[src/rtl/ofdm_rx_pack24to32.sv]
// Repacks the RX core's 24-bit decoded-bit stream into dense little-endian
// 32-bit words, with frame flush (zero-padded, tagged last) and a word counter.
module ofdm_rx_pack24to32 #(
  parameter int COUNT_WIDTH = 16
) (
  input  logic                   clk,
  input  logic                   rstn,
  input  logic                   din_valid,
  input  logic [23:0]            din_bits,
  output logic                   din_ready,
  input  logic                   flush,
  input  logic                   cnt_clr,
  output logic                   dout_valid,
  output logic [31:0]            dout_data,
  output logic [2:0]             dout_nbytes,
  output logic                   dout_last,
  input  logic                   dout_ready,
  output logic                   flush_done,
  output logic [COUNT_WIDTH-1:0] word_count
);

  // Encoding equals the number of residue bytes held in the accumulator.
  typedef enum logic [1:0] {
    RES_0 = 2'd0,
    RES_1 = 2'd1,
    RES_2 = 2'd2,
    RES_3 = 2'd3
  } res_e;

  res_e                   res_q,        res_d;
  logic [23:0]            acc_q,        acc_d;
  logic                   pend_q,       pend_d;
  logic                   dout_valid_q, dout_valid_d;
  logic [31:0]            dout_data_q,  dout_data_d;
  logic [2:0]             dout_nbytes_q, dout_nbytes_d;
  logic                   dout_last_q,  dout_last_d;
  logic                   flush_done_q, flush_done_d;
  logic [COUNT_WIDTH-1:0] word_count_q, word_count_d;

  logic        out_free_s;
  logic        din_ready_s;
  logic        accept_s;
  logic        resolve_s;
  logic        load_s;
  logic [31:0] ld_data_s;
  logic [2:0]  ld_nbytes_s;
  logic        ld_last_s;

  // Residue FSM: input packing, flush resolution and pending-flush tracking.
  always_comb begin
    res_d       = res_q;
    acc_d       = acc_q;
    pend_d      = pend_q;
    resolve_s   = 1'b0;
    load_s      = 1'b0;
    ld_data_s   = 32'h0000_0000;
    ld_nbytes_s = 3'd0;
    ld_last_s   = 1'b0;

    out_free_s  = !dout_valid_q || dout_ready;
    din_ready_s = out_free_s && !pend_q;
    accept_s    = din_valid && din_ready_s;

    if (accept_s) begin
      case (res_q)
        RES_0: begin
          acc_d = din_bits;
          res_d = RES_3;
        end
        RES_3: begin
          load_s      = 1'b1;
          ld_data_s   = {din_bits[7:0], acc_q[23:0]};
          ld_nbytes_s = 3'd4;
          acc_d       = {8'h00, din_bits[23:8]};
          res_d       = RES_2;
        end
        RES_2: begin
          load_s      = 1'b1;
          ld_data_s   = {din_bits[15:0], acc_q[15:0]};
          ld_nbytes_s = 3'd4;
          acc_d       = {16'h0000, din_bits[23:16]};
          res_d       = RES_1;
        end
        RES_1: begin
          load_s      = 1'b1;
          ld_data_s   = {din_bits[23:0], acc_q[7:0]};
          ld_nbytes_s = 3'd4;
          acc_d       = 24'h00_0000;
          res_d       = RES_0;
        end
        default: begin
          acc_d = 24'h00_0000;
          res_d = RES_0;
        end
      endcase
    end else if (pend_q && out_free_s) begin
      // Unused accumulator bytes are always kept zero, so acc is already padded.
      resolve_s = 1'b1;
      if (res_q != RES_0) begin
        load_s      = 1'b1;
        ld_data_s   = {8'h00, acc_q};
        ld_nbytes_s = {1'b0, res_q};
        ld_last_s   = 1'b1;
      end else begin
        load_s = 1'b0;
      end
      acc_d = 24'h00_0000;
      res_d = RES_0;
    end else begin
      res_d = res_q;
    end

    // A flush arriving while one is already pending is deliberately dropped.
    if (pend_q) begin
      pend_d = !resolve_s;
    end else begin
      pend_d = flush;
    end
  end

  // Output register, flush_done pulse and saturating word counter.
  always_comb begin
    dout_valid_d  = dout_valid_q;
    dout_data_d   = dout_data_q;
    dout_nbytes_d = dout_nbytes_q;
    dout_last_d   = dout_last_q;
    flush_done_d  = resolve_s;
    word_count_d  = word_count_q;

    if (load_s) begin
      dout_valid_d  = 1'b1;
      dout_data_d   = ld_data_s;
      dout_nbytes_d = ld_nbytes_s;
      dout_last_d   = ld_last_s;
    end else if (dout_ready) begin
      dout_valid_d = 1'b0;
    end else begin
      dout_valid_d = dout_valid_q;
    end

    if (cnt_clr) begin
      word_count_d = {COUNT_WIDTH{1'b0}};
    end else if (dout_valid_q && dout_ready && (word_count_q != {COUNT_WIDTH{1'b1}})) begin
      word_count_d = word_count_q + {{(COUNT_WIDTH-1){1'b0}}, 1'b1};
    end else begin
      word_count_d = word_count_q;
    end
  end

  // State registers, cleared asynchronously so a mid-frame reset drops everything.
  always_ff @(posedge clk or negedge rstn) begin
    if (!rstn) begin
      res_q         <= RES_0;
      acc_q         <= 24'h00_0000;
      pend_q        <= 1'b0;
      dout_valid_q  <= 1'b0;
      dout_data_q   <= 32'h0000_0000;
      dout_nbytes_q <= 3'd0;
      dout_last_q   <= 1'b0;
      flush_done_q  <= 1'b0;
      word_count_q  <= {COUNT_WIDTH{1'b0}};
    end else begin
      res_q         <= res_d;
      acc_q         <= acc_d;
      pend_q        <= pend_d;
      dout_valid_q  <= dout_valid_d;
      dout_data_q   <= dout_data_d;
      dout_nbytes_q <= dout_nbytes_d;
      dout_last_q   <= dout_last_d;
      flush_done_q  <= flush_done_d;
      word_count_q  <= word_count_d;
    end
  end

  assign din_ready   = din_ready_s;
  assign dout_valid  = dout_valid_q;
  assign dout_data   = dout_data_q;
  assign dout_nbytes = dout_nbytes_q;
  assign dout_last   = dout_last_q;
  assign flush_done  = flush_done_q;
  assign word_count  = word_count_q;

endmodule

[config.mk]
export PLATFORM = sky130hd
export DESIGN_NAME = ofdm_rx_pack24to32
export DESIGN_NICKNAME = d
export VERILOG_FILES = /design/src/rtl/ofdm_rx_pack24to32.sv
export SDC_FILE = /design/constraint.sdc
export NUM_CORES = 1
export LEC_CHECK = 0
export CAP_MARGIN = 10
export CORE_UTILIZATION = 44
export CTS_BUF_LIST = sky130_fd_sc_hd__clkbuf_8
export DETAILED_ROUTE_END_ITERATION = 7
export PLACE_DENSITY = 0.74
export SYNTH_ARGS = -nofsm -noshare
export SYNTH_HDL_FRONTEND = slang
export SYNTH_SLANG_ARGS = --single-unit
[constraint.sdc]
create_clock -name clk -period 1.6 [get_ports clk]
set_input_delay 0.24 -clock clk [delete_from_list [all_inputs] [get_ports clk]]
set_output_delay 0.24 -clock clk [all_outputs]
set_load 0.01 [all_outputs]
# After elaboration in Yosys (flattened, before gate mapping)
# Index checks and enable logic that the tools add are counted.
[totals] romBits=0 register_bits=81 word_cells=55 latchBits=0 mem_count=0 ram_bits=0 out_inout_bits=55
[classes] div_mod_pow=0 n_bitwise=0 muxes=26 add_sub_neg=1 n_eq_ne=4 reduce_logical=15 mul=0 shifts=0 order_cmp=0
[ops] operator="$mux W24" count=4
[ops] operator="$pmux W24 S4" count=1
[ops] operator="$pmux W32 S3" count=1
[ops] operator="$mux W16" count=2
[ops] operator="$mux W32" count=1
[ops] operator="$add A16 B1 Y16 const B" count=1
[ops] operator="$ne A16 B16 Y1 const B" count=1
[ops] operator="$mux W1" count=10
[ops] operator="$mux W2" count=4
[ops] operator="$pmux W2 S4" count=1
[ops] operator="$reduce_bool A2 Y1" count=4
[ops] operator="$mux W3" count=2
[ops] operator="$logic_and A1 B1 Y1" count=5
[ops] operator="$eq A2 B2 Y1 const B" count=2
[ops] operator="$logic_not A1 Y1" count=3
[ops] operator="$reduce_or A3 Y1" count=1
[ops] operator="$eq A2 B1 Y1 const B" count=1
[ops] operator="$logic_not A2 Y1" count=1
[ops] operator="$logic_or A1 B1 Y1" count=1

# Logic depth before layout (Yosys ltp)
# Gate-level depths: netlist (run 1).
[depth] ltp_word=7 depth_mapped=8 depth_no_buf=6

# Worst setup path after synthesis (run 1)
# Ideal clock, no wire load.
[synth_timing] path_kind="flip-flop to flip-flop" from="register res_q[0]" to="register dout_data_q[0] (netlist: dout_data[0])" path_stages_with_launch=9 arrival_ns=1.761 setup_slack_ns=-0.228 n_path_buf=2 period_less_slack_ns=1.828 required_ns=1.533 cell_sequence="dfrtp_1 inv_1 ha_1 buf_2 or2_1 clkbuf_1 o21bai_1 a21oi_1 a22o_1"
[synth_between] elab_chain_len=4 word_cells_on_any_way=13 cone_classes="eq/ne (3); mux (8); reduce/logical (2)"
[synth_rtl] element="start: declaration" line_no="30" source="res_e res_q, res_d;"
[synth_rtl] element="start signal: assignment" line_no="163" source="res_q <= res_d;"
[synth_rtl] element="$eq A2 B1 Y1, or another cell as far along" line_no="65" source="case (res_q)"
[synth_rtl] element="$reduce_or A3 Y1 (no line), or another cell as far along"
[synth_rtl] element="$mux W1, or another cell as far along" line_no="65"
[synth_rtl] element="$mux W1 / $mux W32 (equally long branches)" line_no="64" source="if (accept_s) begin"
[synth_rtl] element="end signal: assignment" line_no="167" source="dout_data_q <= dout_data_d;"
[synth_rtl] element="end: declaration" line_no="34" source="logic [31:0] dout_data_q, dout_data_d;"
# Several ways; a longest one is shown, not always the timed one.
# A chain may end at the register's enable or synchronous reset.

# Final worst setup path (run 1)
[layout_timing] from="register word_count_q[0] (netlist: word_count[0])" to="register word_count_q[3] (netlist: word_count[3])"
[layout_between] elab_chain_len=3 word_cells_on_any_way=6 cone_classes="add/sub (1); eq/ne (1); mux (2); reduce/logical (2)"
[layout_rtl] element="start: declaration" line_no="38" source="logic [COUNT_WIDTH-1:0] word_count_q, word_count_d;"
[layout_rtl] element="start signal: assignment" line_no="161" source="word_count_q <= {COUNT_WIDTH{1'b0}};"
[layout_rtl] element="start signal: assignment" line_no="171" source="word_count_q <= word_count_d;"
[layout_rtl] element="$add A16 B1 Y16 / $ne A16 B16 Y1 (equally long branches)" line_no="144, 143"
[layout_rtl] element="$mux W16 / $logic_and A1 B1 Y1 (equally long branches)" line_no="143" source="end else if (dout_valid_q && dout_ready && (word_count_q != {COUNT_WIDTH{1'b1}})) begin"
[layout_rtl] element="$mux W16 / $reduce_bool A2 Y1 (equally long branches)"
# Several ways; a longest one is shown, not always the timed one. The select of a mux whose other input is x is not followed.

==> results of run 1 <==
layout make-up:
type                    instances  share of cell area, %
multi-input cells             296                  35.44
clock buffers                  12                  2.445
repair buffers                197                  28.16
flip-flops and latches         81                  30.14
inverters                       6                 0.3705
well taps                     108                  2.001
clock inverters                 4                  1.445
report_power, final:
group / total [W] / internal [W] / switching [W]
sequential: 0.00313 / 0.00264 / 0.000499
clock: 0.00193 / 0.00117 / 0.000763
combinational: 0.00537 / 0.00270 / 0.00267
placed cells by master (no fill, tap or decap), drive strengths merged, types with 5 or more instances in the layout:
| cell | count |
|---|---|
| a22oi | 25 |
| inv | 6 |
| clkbuf | 16 |
| buf | 109 |
| o21ai | 50 |
| ha | 6 |
| a22o | 25 |
| or3 | 5 |
| o31ai | 8 |
| nand2 | 38 |
| nand3 | 26 |
| or4 | 8 |
| dlygate4sd2 | 15 |
| a32o | 8 |
| clkdlybuf4s50 | 61 |
| dfrtp | 81 |
| a21oi | 33 |
| nor2b | 5 |
| nor2 | 22 |
| a222oi | 8 |
| nand4 | 6 |
logic make-up (layout without fill, tap and decap cells):
kind of cell,Yosys count,in the layout
AO/OA/AOI/OAI,159,159
buffers and inverters,38,219
multiplexers,4,4
AND/OR/NAND/NOR,127,127
flip-flops,81,81
adder cells (fa/ha/maj),6,6
through the flow:
stage	setup WS (ns)	hold WS (ns)
floorplan	-0.08992	-0.05559
global placement	-0.4145	0.2938
detailed placement	-0.4597	0.2971
CTS	-0.07095	0.4560
global route	-0.2006	0.4610
finish	-0.1320	0.4193
routing by layer:
layer | vias to the layer above | GRT usage [%]
li1 | 1932 | -
met1 | 2160 | 35.64
met2 | 215 | 43.39
met3 | 43 | 5.440
met4 | 0 | 10.96
met5 | - | 0
sequential cells by signal (all words and copies together) (netlist names):
name,cells
dout_data,32
dout_nbytes,3
res_q,2
word_count,16
flush_done,1
pend_q,1
acc_q,24
dout_valid,1
dout_last,1
repair_timing:
item,CTS,global route
pin swaps,24,55
gates cloned,0,5
hold buffers,1,0
setup endpoints to repair,82,67
endpoints found under the hold margin,81,0
buffers inserted,18,11
resized for setup,72,92
critical path: stages, from the launching register on:
cell     delay, ns
dfrtp_2       0.43
ha_4          0.18
nand4_4       0.10
nor4_4        0.06
buf_4         0.15
buf_12        0.13
or4_4         0.48
a21oi_2       0.14
worst max-delay path by stage:
stage,start,end,slack [ns],cells after the start
after CTS,word_count[9]$_DFFE_PN0P_,word_count[7]$_DFFE_PN0P_,-0.07,6
after floorplan,res_q[0]$_DFFE_PN0P_,dout_data[7]$_DFFE_PN0P_,-0.09,8
final,word_count[0]$_DFFE_PN0P_,word_count[3]$_DFFE_PN0P_,-0.13,7
after global routing,res_q[0]$_DFFE_PN0P_,dout_data[31]$_DFFE_PN0P_,-0.20,9
after detailed placement,dout_ready,word_count[15]$_DFFE_PN0P_,-0.46,5
after global placement,dout_ready,word_count[15]$_DFFE_PN0P_,-0.41,5
==> metrics.txt, run 1 <==
clk sinks 81; synthesis warning total 0; xor/xnor share of the synthesized area 0%; Max VDD drop 1010 uV; final core utilization 76.70%; # fillers 538; Pwr Total 0.01044 W; die height 98 um; EDFF count, synth 0; 1st-iter DRT viols 374; DRT met1 WL 5764 um; CTS tree yes; Detail Route Antenna Nets 0; largest net degree at the start of global routing 82; # diodes 0; Initial DRT Pass Iterations 7; Post-route DRC 11; Final nets 627; Register Area 2036 um^2; Setup crit end kind register; flops & latches, synth 81; Die Width 98 um; pins over their slew limit 0; WL final 14240 um; maximum clock frequency 577.4 MHz; asr flop ratio synth 100.0%; kind of critical path reg2reg; vias in the first global route 4059; P_leak 2.985 nW; ratio of total power to cell area 1545 nW/um^2; HPWL Detailed 8384 um; Hold WC Path Type in2async; die area 9604 um^2; Post-DP Area 5609 um^2; Worst Slack Setup Final -0.1320 ns; Final Hold Viols 0; Commonest cells post-synth dfrtp_1, o21ai_1, nand2_1, a21oi_1, nand3_1; IO Port Bufs 84; Worst Path Required 1.89 ns; combinational family with the most area after synthesis compound AO/OA/AOI/OAI gates; Synth Flop Type dfrtp_1; Worst-path clk slew 0.08 ns; Final min period 1.732 ns; area share of and/or/nand/nor cells after synthesis 17.25%; period utilization 108.3%; CORE AREA 8806 um^2; initial antenna violation count 0; Mapped Cells 415; final instance area 6754 um^2; Total GRT Usage 26.93%; H-tree levels 3; RR Endpoint word_count[3]$_DFFE_PN0P_; max-cap viol count 0; Synth Area in Compound Gates 26.10%; Met2 Wirelength 7032 um; Slew @ Worst Pin 0.4696 ns; Yosys top cell by area dfrtp_1; Highest Signal Layer met4; nature of the critical path startpoint register; violated checks DRC, setup timing; FF-to-FF path depth 7; Synth Area in Adders 1.851%; via count 4350; Post-Layout Cell Count 704; average wire per standard cell 20.23 um; Worst Path Max Fanout 8; status finished with violations; proportion of synthesized area in mux cells 1.111%; CP Data Arrival Time 2.02 ns; count of cell types in the netlist 39; Multi-input gate area 2394 um^2; Clock Tree Buf Depth 2; FF-to-FF Start word_count[0]$_DFFE_PN0P_; total negative setup slack -3.064 ns; fraction of layout cells with a size suffix above 1 39.93%; GP Congestion 0.8605; Synth area leaders dfrtp_1, a22o_1, o21ai_1, a22oi_1, a21oi_1; starting density of the core 46.05%; Via density 6.179; register area share after synthesis 49.98%; Syn Area/Cell 9.771 um^2; Syn-to-layout area delta 66.55%; first-pass GRT wire length 20330 um; Slew HR 68.70%; CTS Root Cell clkbuf_8; number of core rows 34; Synth top area share 49.98%; Max Clock Skew 0.01140 ns; met3 WL 961 um; Final Setup Violations 45; count leader, synth dfrtp_1; Synth Cell Area 4055 um^2; clk_lat worst skew 0.36 ns; net count after synthesis 451; reg-to-reg slack, setup -0.13 ns; GR Overflow Total 0; I/O pin count 85; placed insts 655; unrepaired setup endpoints after global routing yes; number of buffers created by CTS 9
(Power assumes the default switching activity.)
==> inputs of run 2 (changes only) <==
--- a/config.mk
+++ b/config.mk
@@ -9,7 +9,7 @@
 export CORE_UTILIZATION = 44
 export CTS_BUF_LIST = sky130_fd_sc_hd__clkbuf_8
 export DETAILED_ROUTE_END_ITERATION = 7
-export PLACE_DENSITY = 0.74
+export PLACE_DENSITY = 0.82
 export SYNTH_ARGS = -nofsm -noshare
 export SYNTH_HDL_FRONTEND = slang
 export SYNTH_SLANG_ARGS = --single-unit
==> run 2 against run 1 <==
- the run still ends with DRC, setup timing left
- hold slack got worse by 0.072 ns
- flip-flop and latch count unchanged
- combinational power increased by 12%
- worst setup slack got worse by 0.12 ns
- maximum frequency decreased by 6.5%
- clock skew increased by 0.0065 ns
- clock-buffer cell count decreased by 3
==> metrics.txt, run 2 (synthesis gave the netlist of run 1 again) <==
nature of the critical path startpoint register; Final Hold Viols 0; die area 9604 um^2; Clock Tree Buf Depth 2; Multi-input gate area 2446 um^2; clk sinks 81; CORE AREA 8806 um^2; gr busiest metal met2; HPWL Detailed 8816 um; 1st-iter DRT viols 596; Initial DRT Pass Iterations 8; Worst Path Buf+Inv 4; CTS tree yes; WL final 17210 um; number of core rows 34; CP Data Arrival Time 2.14 ns; cell family with most CP delay buffers and inverters; Slew HR 65.23%; maximum clock frequency 539.6 MHz; Worst-path clk slew 0.10 ns; Final Setup Violations 54; Max VDD drop 1001 uV; Via density 6.683; Final nets 633; Slew @ Worst Pin 0.5215 ns; placed insts 647; initial antenna violation count 0; Max Clock Skew 0.01793 ns; Die Width 98 um; crit-path max cell delay 0.40 ns; CTS Root Cell clkbuf_8; Total GRT Usage 31.21%; met1 usage 36.13%; GP Congestion 0.9220; Worst Path Max Fanout 6; I/O pin count 85; # diodes 0; IO Port Bufs 84; via count 4745; Syn-to-layout area delta 69.42%; Hold WS 0.3475 ns; clk_lat worst skew 0.37 ns; ratio of total power to cell area 1554 nW/um^2; first-pass GRT wire length 23200 um; max-cap viol count 0; cells along the critical path buf_4, nand4_4, nor4_4, buf_6, buf_6, buf_6, o31ai_2, a21oi_2; Post-DP Area 5549 um^2; violated checks DRC, setup timing; Worst Slack Setup Final -0.2531 ns; kind of critical path reg2reg; Place WS -0.4280 ns; Hold WC Path Type in2async; Post-Layout Cell Count 710; status finished with violations; most common cell after layout, fill and taps aside buf_4; global routing met2 resource utilization 54.93%; Setup crit end kind register; Final min period 1.853 ns; average wire per standard cell 24.24 um; fraction of layout cells with a size suffix above 1 40.37%; Post-route DRC 8; pins over their slew limit 0; Worst Path Required 1.89 ns; Pwr Total 0.01068 W; P_leak 2.984 nW; final instance area 6870 um^2; GR Overflow Total 0; met3 layer usage reported by global route 6.442%; # fillers 478; Detail Route Antenna Nets 0; unrepaired setup endpoints after global routing yes; die height 98 um; starting density of the core 46.05%; Largest register FFs 32; period utilization 115.8%; largest net degree at the start of global routing 44; most frequent CP cell buf_6; vias in the first global route 4536; H-tree levels 3; number of buffers created by CTS 9; Register Area 2037 um^2; slowest CP cell dfrtp_1; commonest cells after routing, fill and taps aside buf_4, dfrtp_1, clkdlybuf4s50_1
[run 2: layer usage]
metal	up-vias	wire length (um)
met5	-	0
met2	398	8487
met3	112	1505
li1	1942	-
met1	2293	6131
met4	0	1084
[run 2: worst paths after layout]
| check | start | end | slack [ns] | cells past startpoint |
|---|---|---|---|---|
| worst max-delay path | word_count[2]$_DFFE_PN0P_ | word_count[2]$_DFFE_PN0P_ | -0.25 | 8 |
| worst min-delay path | rstn | word_count[6]$_DFFE_PN0P_ | 0.35 | 2 |
| worst max register to register | word_count[2]$_DFFE_PN0P_ | word_count[2]$_DFFE_PN0P_ | -0.25 | 8 |
| worst min register to register | dout_data[19]$_DFFE_PN0P_ | dout_data[19]$_DFFE_PN0P_ | 0.49 | 2 |
| max in group asynchronous | rstn | acc_q[13]$_DFFE_PN0P_ | 0.68 | 3 |
| min in group clk | dout_data[19]$_DFFE_PN0P_ | dout_data[19]$_DFFE_PN0P_ | 0.49 | 2 |
[run 2: per-stage QoR]
step | TNS [ns] | util [%]
after global placement | -13.54 | 63.02
after global routing | -9.014 | 78.02
after floorplan | -1.093 | -
final | -6.529 | 78.02
after detailed placement | -17.91 | 63.02
after CTS | -1.482 | 71.81
[run 2: area by class of cell]
class                      count  area share (%)
multi-input combinational    296           35.60
timing repair buffer         203           29.68
clock inverter                 7          0.8195
sequential                    81           29.65
clock buffer                   9           1.803
tap                          108           1.967
inverter                       6          0.4735
[run 2: where the power goes]
| part | switching [W] | leakage, nW | internal (W) | total [W] |
|---|---|---|---|---|
| registers | 0.000542 | 1.09 | 0.00264 | 0.00318 |
| logic | 0.00300 | 1.79 | 0.00299 | 0.00599 |
| clock network | 0.000805 | 0.107 | 0.000699 | 0.00150 |
[run 2: timing repair]
action / in CTS / in global routing
gates cloned: 3 / 5
setup buffers: 24 / 17
gates resized for setup: 100 / 77
endpoints found under the setup margin: 75 / 70
pin swaps: 41 / 54
hold buffers: 1 / 0
hold endpoints to repair: 28 / 0
==> patch (settings of run 1) <==
The parameter `COUNT_WIDTH` goes from 16 to 12.
--- a/src/rtl/ofdm_rx_pack24to32.sv
+++ b/src/rtl/ofdm_rx_pack24to32.sv
@@ -1,7 +1,7 @@
 // Repacks the RX core's 24-bit decoded-bit stream into dense little-endian
 // 32-bit words, with frame flush (zero-padded, tagged last) and a word counter.
 module ofdm_rx_pack24to32 #(
-  parameter int COUNT_WIDTH = 16
+  parameter int COUNT_WIDTH = 12
 ) (
   input  logic                   clk,
   input  logic                   rstn,
Ports: changed (resized word_count); port bits go from 85 to 81. No check against the original RTL was run, so the function may have changed too.
==> patch against run 1 <==
The flow finishes with violations (setup timing). Power down 8.4%. Maximum frequency is 1.6% lower. Combinational power decreased by 6.7%. Critical path depth fell by 1. Setup slack lost 0.028 ns. Critical path type unchanged. Wire length shrank 19%. Cell area shrank 15%. Sequential cell count decreased by 4. Synthesized cell count is 10% lower. Highest routed layer unchanged. Clock power shrank 14%. Synthesized area decreased by 7.7%.
==> patch: results (changes against run 1) <==
| Stage | Result | Reported | vs run 1 |
|:---|:---|:---|:---|
| sta | Setup violators final | 36 | was 45 |
| grt | Vias in the first global route | 3422 | was 4059 |
| setup path | Peak fanout along the critical path | 25 | was 8 |
| placed design | Count of port buffers added during placement | 80 | was 84 |
| synthesis | Multiplexer share of the synthesized area | 0.902% | was 1.11% |
| setup path | Arr. time, crit path | 1.99 ns | was 2.02 ns |
| setup path | Worst-path cell with the longest stage delay | dfrtp_1 | was or4_4 |
| synthesis | Mapped Nets | 408 | was 451 |
| layout | Count of placed standard cells in the final layout, fillers left out | 621 | was 704 |
| synthesis | Top cells by area, synth | dfrtp_1 (51%), a22o_1 (7.5%), o21ai_0 (5.6%) | was dfrtp_1 (50%), a22o_1 (5.4%), o21ai_1 (5.3%) |
| sta | Clk_skew | 0.00886 ns | was 0.0114 ns |
| grt | Global-route wire length before repair | 17500 µm | was 20300 µm |
| run status | Run status | finished, violations left | unchanged |
| pwr | Switching Power | 0.00358 W | was 0.00394 W |
| layout | Nets | 547 | was 627 |
| placed design | Final Wtd Congestion | 0.912 | was 0.861 |
| synthesis | Leading post-synthesis cells by instance count | dfrtp_1 (77), nand2_1 (47), o21ai_0 (42) | was dfrtp_1 (81), o21ai_1 (43), nand2_1 (38) |
| synthesis | Synth Area in Compound Gates | 27.8% | was 26.1% |
| route | Avg WL per Cell | 18.5 µm | was 20.2 µm |
| sta | Worst Slack Setup Final | -0.160 ns | was -0.132 ns |
| route | Number of vias per cell | 5.90 | was 6.18 |
| setup path | Cell family contributing the most delay on the critical path | compound AO/OA/AOI/OAI gates | was simple AND/OR/NAND/NOR gates |
| setup path | Worst reg2reg path endpoint | dout_data[12]$_DFFE_PN0P_ | was word_count[3]$_DFFE_PN0P_ |
| setup path | Slowest Stage Delay on Critical Path | 0.38 ns | was 0.48 ns |
| synthesis | Xor and xnor fraction of the mapped netlist area | 0.234% | was 0% |
| run status | Violations in the final reports | setup timing | was DRC, setup timing |
| synthesis | Adder and majority gate portion of the synthesized area | 2.00% | was 1.85% |
| grt | Largest net degree at the start of global routing | 40 | was 82 |
| pwr | Static leakage | 2.51 nW | was 2.99 nW |
| placed design | HPWL after DPL | 8110 µm | was 8380 µm |
| sta | Remaining max-slew budget at the tightest pin | 70.1% | was 68.7% |
| layout | FILL cells | 642 | was 538 |
| grt | Total track usage | 26.1% | was 26.9% |
| synthesis | Fraction of the yosys area taken by sequential cells | 51.5% | was 50.0% |
| route | Count of TritonRoute iterations in the first routing pass | 6 | was 7 |
patch: changes by cell type after synthesis, sizes merged, moves of 4 or more:
cell / before / now
or4: 8 / 1
clkbuf: 25 / 18
a21oi: 33 / 19
a32o: 8 / 0
a22oi: 25 / 15
a221o: 0 / 9
dfrtp: 81 / 77
and3: 2 / 10
nand3: 26 / 6
a22o: 25 / 32
buf: 7 / 12
nand2: 38 / 47
nor2: 22 / 8
patch: kinds of logic after synthesis:
family                     after synthesis
AOI/OAI and AO/OA                      150
and+or+nand+nor                        100
DFF                                     77
buffers and inverters                   35
adders and majority gates                6
muxes                                    3
xor gates and xnor gates                 1
patch: cell type report:
type	count	area [µm²]	share of cell area, %
sequential	77	1930	33.8
clock inverter	5	73.8	1.29
timing repair buffer	157	1460	25.6
clock buffer	11	151	2.65
tap	105	131	2.30
inverter	5	23.8	0.416
multi-input combinational	261	1940	34.0
patch: worst max-delay path by stage:
stage,start,end,cells after the start
final,res_q[0]$_DFFE_PN0P_,dout_data[12]$_DFFE_PN0P_,6
after global routing,res_q[0]$_DFFE_PN0P_,dout_data[12]$_DFFE_PN0P_,6
after CTS,res_q[0]$_DFFE_PN0P_,dout_data[12]$_DFFE_PN0P_,6
after detailed placement,dout_ready,dout_data[14]$_DFFE_PN0P_,6
after global placement,dout_ready,dout_data[14]$_DFFE_PN0P_,6
after floorplan,res_q[1]$_DFFE_PN0P_,dout_data[15]$_DFFE_PN0P_,6
patch: repair_timing:
action / 4_1_cts / 5_1_grt
pin swaps: 19 / 13
setup endpoints to repair: 73 / 66
gates resized for setup: 55 / 33
hold buffers: 1 / 0
buffers inserted: 4 / 5
endpoints found under the hold margin: 49 / 0
gates cloned: 1 / 1
patch: per-stage QoR:
stage	util [%]	setup WS, ns
2_1_floorplan	-	-0.150
3_3_place_gp	62.3	-0.337
3_5_place_dp	62.3	-0.403
4_1_cts	67.5	-0.150
5_1_grt	69.5	-0.196
6_report	69.5	-0.160
patch: power by group through the flow:
stage                     logic [W]  registers [W]  clock network, W
final                       0.00501        0.00289           0.00166
after detailed placement    0.00427        0.00290                 0
after floorplan             0.00210        0.00300                 0
after global placement      0.00413        0.00290                 0
after global routing        0.00536        0.00295           0.00177
after CTS                   0.00462        0.00289           0.00168
patch: per-layer routing:
layer / track usage (%) / part of all wire [%]
met4: 6.41 / 0.63
met5: 0 / 0
met1: 36.5 / 43
met3: 4.69 / 6.9
met2: 42.0 / 49
